[src/rtl/alu_cmd_sequencer_pkg.sv]
// Shared definitions for the ALU command sequencer: ALU widths, opcodes and FSM states.
package alu_cmd_sequencer_pkg;

    localparam int DATA_W = 4;
    localparam int RES_W  = 5;
    localparam int OP_W   = 2;

    localparam logic [OP_W-1:0] ALU_OP_ADD = 2'b00;
    localparam logic [OP_W-1:0] ALU_OP_SUB = 2'b01;

    typedef enum logic [1:0] {
        IDLE,
        SETTLE,
        RESP
    } state_t;

endpackage

[src/rtl/alu_cmd_sequencer.sv]
// Clocked, back-pressurable front end for the combinational 4-bit ALU: registers a command,
// waits a settle interval, captures the ALU result and offers it downstream.
module alu_cmd_sequencer
    import alu_cmd_sequencer_pkg::*;
#(
    parameter int SETTLE_CYCLES = 1,
    parameter int CNT_W         = 8
) (
    input  logic              clk,
    input  logic              rst,
    input  logic              cmd_valid,
    output logic              cmd_ready,
    input  logic [DATA_W-1:0] cmd_a,
    input  logic [DATA_W-1:0] cmd_b,
    input  logic [OP_W-1:0]   cmd_op,
    output logic [DATA_W-1:0] alu_a,
    output logic [DATA_W-1:0] alu_b,
    output logic [OP_W-1:0]   alu_op,
    input  logic [RES_W-1:0]  alu_result,
    output logic              rsp_valid,
    input  logic              rsp_ready,
    output logic [RES_W-1:0]  rsp_result,
    output logic [OP_W-1:0]   rsp_op,
    output logic              busy,
    output logic [CNT_W-1:0]  cmd_count
);

    // A settle interval of 0 behaves like 1: the result is always sampled at least one edge
    // after the operands are registered.
    localparam int SETTLE_EFF = (SETTLE_CYCLES < 1) ? 1 : SETTLE_CYCLES;
    localparam int SCNT_W     = ($clog2(SETTLE_EFF) > 0) ? $clog2(SETTLE_EFF) : 1;
    localparam logic [SCNT_W-1:0] SETTLE_LOAD = SCNT_W'(SETTLE_EFF - 1);

    state_t            state;
    state_t            state_next;
    logic [SCNT_W-1:0] settle_cnt;
    logic              accept;
    logic              settle_done;
    logic              rsp_done;

    assign cmd_ready   = (state == IDLE);
    assign busy        = ~cmd_ready;
    assign accept      = cmd_valid && cmd_ready;
    assign settle_done = (state == SETTLE) && (settle_cnt == '0);
    assign rsp_done    = rsp_valid && rsp_ready;

    always_ff @(posedge clk) begin
        if (rst) begin
            state <= IDLE;
        end else begin
            state <= state_next;
        end
    end

    always_comb begin
        state_next = state;
        case (state)
            IDLE:    if (accept)      state_next = SETTLE;
            SETTLE:  if (settle_done) state_next = RESP;
            RESP:    if (rsp_done)    state_next = IDLE;
            default:                  state_next = IDLE;
        endcase
    end

    // Operands stay on the ALU lines after completion; only a new command replaces them.
    always_ff @(posedge clk) begin
        if (rst) begin
            alu_a      <= '0;
            alu_b      <= '0;
            alu_op     <= '0;
            rsp_op     <= '0;
            settle_cnt <= '0;
        end else if (accept) begin
            alu_a      <= cmd_a;
            alu_b      <= cmd_b;
            alu_op     <= cmd_op;
            rsp_op     <= cmd_op;
            settle_cnt <= SETTLE_LOAD;
        end else if ((state == SETTLE) && (settle_cnt != '0)) begin
            settle_cnt <= settle_cnt - SCNT_W'(1);
        end
    end

    always_ff @(posedge clk) begin
        if (rst) begin
            rsp_valid  <= 1'b0;
            rsp_result <= '0;
            cmd_count  <= '0;
        end else if (settle_done) begin
            rsp_valid  <= 1'b1;
            rsp_result <= alu_result;
        end else if (rsp_done) begin
            rsp_valid  <= 1'b0;
            cmd_count  <= cmd_count + CNT_W'(1);
        end
    end

endmodule

[config.mk]
export PLATFORM = sky130hd
export DESIGN_NAME = alu_cmd_sequencer
export DESIGN_NICKNAME = d
export VERILOG_FILES = /design/src/rtl/alu_cmd_sequencer_pkg.sv /design/src/rtl/alu_cmd_sequencer.sv
export SDC_FILE = /design/constraint.sdc
export NUM_CORES = 1
export LEC_CHECK = 0
export CORE_MARGIN = 2
export CORE_UTILIZATION = 35
export DETAILED_ROUTE_END_ITERATION = 6
export GPL_TIMING_DRIVEN = 0
export PLACE_DENSITY = 0.68
export SETUP_SLACK_MARGIN = 0.15
export SYNTH_ARGS = -nofsm -noshare
export SYNTH_HDL_FRONTEND = slang
export SYNTH_SLANG_ARGS = --single-unit
[constraint.sdc]
create_clock -name clk -period 1.9 [get_ports clk]
set_input_delay 0.38 -clock clk [delete_from_list [all_inputs] [get_ports clk]]
set_output_delay 0.38 -clock clk [all_outputs]
set_load 0.005 [all_outputs]
# Word-level counts from Yosys, hierarchy flattened
# Index checks and enable logic that the tools add are counted.
dict set report word_totals {
  regBits 27
  inputBits 19
  output_inout_bits 28
  wordCells 33
}
dict set report op_classes {
  add_sub_neg 2
  n_eq_ne 5
  muxes 6
  bitwise_logic 3
  n_reduce_logical 9
}
# op n
set op_table {}
lappend op_table {{adder 8 x 1 -> 8 bit, second input constant} 1}
lappend op_table {{two-way mux 2 bit} 3}
lappend op_table {{case mux 2 bit (3 select lines)} 1}
lappend op_table {{logical AND 1 bit} 4}
lappend op_table {{!= test 2 bit, second input constant} 2}
lappend op_table {{inverter 1 bit} 3}
lappend op_table {{AND reduction 3 bit} 1}
lappend op_table {{equality test 2 x 1 -> 1 bit, second input constant} 1}
lappend op_table {{equality test 2 bit, second input constant} 1}
lappend op_table {{logical NOT 2 bit} 1}
lappend op_table {{two-way mux 1 bit} 2}
lappend op_table {{!= test 2 x 1 -> 1 bit, second input constant} 1}
lappend op_table {{AND reduction 2 bit} 1}
lappend op_table {{nonzero test 2 bit} 1}
lappend op_table {{OR reduction 2 bit} 1}
lappend op_table {{subtractor 1 bit, second input constant} 1}

# Depth between registers and ports, before layout
dict set report depth {
  depth_word 4
  mapped_depth 5
  depth_no_buf 4
}

# Worst setup path after synthesis
# No wires, ideal clock.
dict set report synth_path {
  kind {register to register}
  from {register state[0]}
  to {register cmd_count[7]}
  setup_time_ns 0.121
  t_arrival_ns 1.248
  required_time_ns 1.779
  path_slack_ns 0.531
  path_stages_with_launch 5
  path_buffers 1
  synth_period_minus_slack_ns 1.369
  cell_sequence {dfxtp_1 nor3b_4 buf_6 nor4_1 mux2_2}
}
dict set report synth_between {
  elab_chain_cells 4
}
# element line
set synth_lines {}
lappend synth_lines {{from (decl)} alu_cmd_sequencer.sv:34} ;# state_t state;
lappend synth_lines {{from (signal assigned)} alu_cmd_sequencer.sv:51} ;# state <= state_next;
lappend synth_lines {{equality test 2 x 1 -> 1 bit} alu_cmd_sequencer.sv:44} ;# assign settle_done = (state == SETTLE) && (settle_cnt == '0);
lappend synth_lines {{logical AND 1 bit} alu_cmd_sequencer.sv:44}
lappend synth_lines {{inverter 1 bit (no line)} -}
lappend synth_lines {{AND reduction 2 bit (no line)} -}
lappend synth_lines {{to (signal assigned)} alu_cmd_sequencer.sv:94} ;# cmd_count <= cmd_count + CNT_W'(1);
lappend synth_lines {{to (decl)} alu_cmd_sequencer.sv:25} ;# output logic [CNT_W-1:0] cmd_count
# Every way passes these cells.
# A chain may end at the register's enable or synchronous reset.

# Worst setup path in the final report
dict set report layout_path {
  from {register cmd_count[1]}
  to {output cmd_count[1]}
}
# No word-level cell between the ends.

==> impl_metrics.toml <==
[worst_setup_path]
cpMaxStageDelayCell = "sky130_fd_sc_hd__clkdlybuf4s50_1"
startpoint_to_endpoint_class_of_the_critical_path = "reg2out"
rr_endpoint = "cmd_count[7]"
worstSetupStartpoint = "cmd_count[1]"
crit_arrival_ns = 1.28
endpoint_kind = "output pin"
timing.critical_path.max_delay_family = "buffers and inverters"
count_of_buffer_and_inverter_cells_on_the_critical_path = 1
worstPathCellList = "clkdlybuf4s50_1"
path_max_fanout = 5
cp.required_ns = 1.52
r2r.worst_path.cells = 5
worst-r2r-setup-slack_ns = 0.30
max_stage_delay_ns = 0.53
setup.worst_path.start_class = "flip-flop"
worstReg2RegStart = "state[0]"

[layout]
mostFrequentLayoutCells = "sky130_fd_sc_hd__clkdlybuf4s50_1 (43), sky130_fd_sc_hd__dfxtp_1 (21), sky130_fd_sc_hd__nor2_1 (18), sky130_fd_sc_hd__mux2i_1 (16), sky130_fd_sc_hd__a21oi_1 (8)"
post_route_cells_drive_above_1_share_pct = 12.12
final_area_mm2 = 0.001664
synthToLayoutAreaGrowth_pct = 50.28
final_common_cell = "sky130_fd_sc_hd__clkdlybuf4s50_1"
post_layout_nonfiller_instances = 209
post_layout_nets = 186
antennaDiodeCount = 0

[timing]
setup_viol = 0
final_period_minus_worst_setup_slack_ns = 1.661
slew_headroom_pct = 69.62
fmax_ghz = 0.6020
finalClockSkew_ns = 0.007007
finalMaxSlewViolations = 0
finalHoldViolations = 0
grt_setup_unrepaired = "false"
max_slew.worst_pin.slew_ns = 0.4556
final_min_period_over_clock_period_pct = 87.42
finalHoldWorstSlack_ns = 0.4433
final_critical_path_setup_slack_ns = 0.2390

[clock_tree]
clock_insertion_delay_at_the_later_pin_of_the_skew_report_ns = 0.32
cts.root.buffer_cell = "sky130_fd_sc_hd__clkbuf_4"
cts.hold.buffers_added = 0
cts.sinks = 27
path_clk_slew_ns = 0.14
tritoncts.num_buffers = 3
cts_buffer_depth = 2
cts.htree.levels = 1
tritoncts = "built"

[place]
post-place-cells = 203
pre_cts_slack_ns = -0.06598
dp_hpwl_um = 1799
io_buffer_count = 45
post_dp_cell_area_mm2 = 0.001613
globalplace.congestion = 0.7722

[min_path]
whs_endpoint = "cmd_count[0]"
hold_path_startpoint = "rst"
worst_hold_path.num_cells = 2
min_path_type = "in2reg"

[detailed_routing]
drt-total-wl_um = 2441
vias = 989
drt-wirelength-per-cell_um = 11.68
remaining_drc_errors = 0
antenna_left = 0
drt_iter0_markers = 24
detailedRoute.firstPassIterationCount = 3
detail_route.vias_per_cell = 4.732

[synth]
netlist_instances = 114
synth_xor_area_share_pct = 0
synth_simple_gate_area_share_pct = 19.21
postSynthRegisterBits = 27
post_synth_mux_area_share_pct = 15.48
synth_compound_area_share_pct = 9.153
synth.avg_cell_area_um2 = 9.713
synth.lib_cells_used.distinct = 28
yosysWarningCount = 0
netlist_area_before_placement_mm2 = 0.001107
sequential_area_share_after_synthesis_pct = 48.81
post_synth_fa_ha_maj_area_fraction_pct = 1.130
synth_nets = 134
main_combinational_cell_family_by_area_after_synthesis = "simple AND/OR/NAND/NOR gates"

[power]
total_power_uw = 1054
power_density_mw_per_mm2 = 633.1
vdd.ir_drop.worst_mv = 0.3571
cellLeakagePower_uw = 0.0006160

[job]
drv_cap = 0

[grt]
grt_max_degree = 15
globalRouteTotalUtil_pct = 14.35
grt_remaining_overflow = 0
antenna_found_initial = 0
first_global_vias = 924
grt_pass1_wl_um = 3953

[floorplan]
die_height_um = 60.25
start_util_pct = 36.57
rows = 20
top_level_ports = 47
die_outline_area_mm2 = 0.003629
floorplan.core_area_mm2 = 0.003028
die_outline_width_um = 60.25

[outcome]
result_of_the_run = "finished, final reports clean"
cells in the mapped netlist:
master | instances | area (um^2)
sky130_fd_sc_hd__clkbuf_1 | 4 | 15.01
sky130_fd_sc_hd__or2_2 | 1 | 6.260
sky130_fd_sc_hd__or3b_2 | 1 | 8.760
sky130_fd_sc_hd__ha_1 | 1 | 12.51
sky130_fd_sc_hd__nand4_1 | 1 | 6.260
sky130_fd_sc_hd__o31ai_1 | 5 | 37.54
sky130_fd_sc_hd__nand2_1 | 2 | 7.510
sky130_fd_sc_hd__nor2b_1 | 1 | 6.260
sky130_fd_sc_hd__nor3_1 | 1 | 5.000
sky130_fd_sc_hd__a31oi_1 | 1 | 6.260
sky130_fd_sc_hd__mux2i_1 | 16 | 160.2
sky130_fd_sc_hd__nor2_1 | 18 | 67.56
sky130_fd_sc_hd__mux2_2 | 1 | 11.26
sky130_fd_sc_hd__buf_4 | 3 | 22.52
sky130_fd_sc_hd__o21ai_0 | 2 | 10.01
sky130_fd_sc_hd__nor3b_4 | 1 | 18.77
sky130_fd_sc_hd__inv_1 | 4 | 15.01
sky130_fd_sc_hd__nor4_1 | 1 | 6.260
sky130_fd_sc_hd__a21oi_1 | 8 | 40.04
sky130_fd_sc_hd__nor3b_1 | 1 | 7.510
sky130_fd_sc_hd__nand3_1 | 4 | 20.02
sky130_fd_sc_hd__buf_6 | 1 | 11.26
sky130_fd_sc_hd__buf_2 | 1 | 5.000
sky130_fd_sc_hd__o21bai_1 | 1 | 7.510
sky130_fd_sc_hd__or4_1 | 5 | 37.54
sky130_fd_sc_hd__or3_1 | 1 | 6.260
sky130_fd_sc_hd__and3b_1 | 1 | 8.760
sky130_fd_sc_hd__dfxtp_1 | 27 | 540.5
power by group:
part	leakage [uW]	switching [uW]	internal [uW]
clock network	0.0000150	164	82.1
registers	0.000223	15.2	592
logic	0.000378	74.7	125
total	0.000616	254	799
sequential cells by signal, indices dropped and copies added, names as in the netlist:
name,flops
cmd_count,8
rsp_result,5
alu_a,4
alu_b,4
rsp_op,2
state,2
rsp_valid,1
settle_cnt,1
worst max-delay path by stage:
stage | to | slack, ns | depth (start not counted)
6_report | cmd_count[1] | 0.24 | 1
5_1_grt | cmd_count[1] | 0.17 | 1
4_1_cts | cmd_count[2] | 0.17 | 1
3_5_place_dp | cmd_count[7] | -0.07 | 4
3_3_place_gp | cmd_count[7] | -0.04 | 4
2_1_floorplan | cmd_count[7] | 0.53 | 4
kinds of logic (layout without fill, tap and decap cells):
kind of cell	count (synthesis)	after routing
adders and majority gates	1	1
buffers and inverters	13	64
DFF	27	27
and+or+nand+nor	39	39
AOI/OAI and AO/OA	17	17
muxes	17	17
what timing repair did:
action,CTS,global route
setup endpoints to repair,2,4
gates resized for setup,6,4
setup buffers,2,0
per-stage QoR:
step	utilization, %	TNS [ns]
6_report	54.96	0
5_1_grt	54.96	0
4_1_cts	54.79	0
3_5_place_dp	53.26	-0.06598
3_3_place_gp	53.26	-0.03527
2_1_floorplan	-	0
metal layers:
metal	routed length, um	vias to the layer above	track usage (%)	share of wire, %
met1	1137	449	18.03	47
li1	-	503	-	-
met3	207	2	4.545	8.5
met4	12	0	6.349	0.49
met2	1082	35	22.36	44
met5	0	-	0	0
area by class of cell:
cell class	instances	area [um^2]
fill	300	1364
sequential	27	553.0
multi-input combinational	74	498.0
timing repair buffer	47	462.9
tap	44	55.05
buffer	9	53.80
clock buffer	4	26.28
inverter	4	15.01
(Power assumes the default switching activity.)
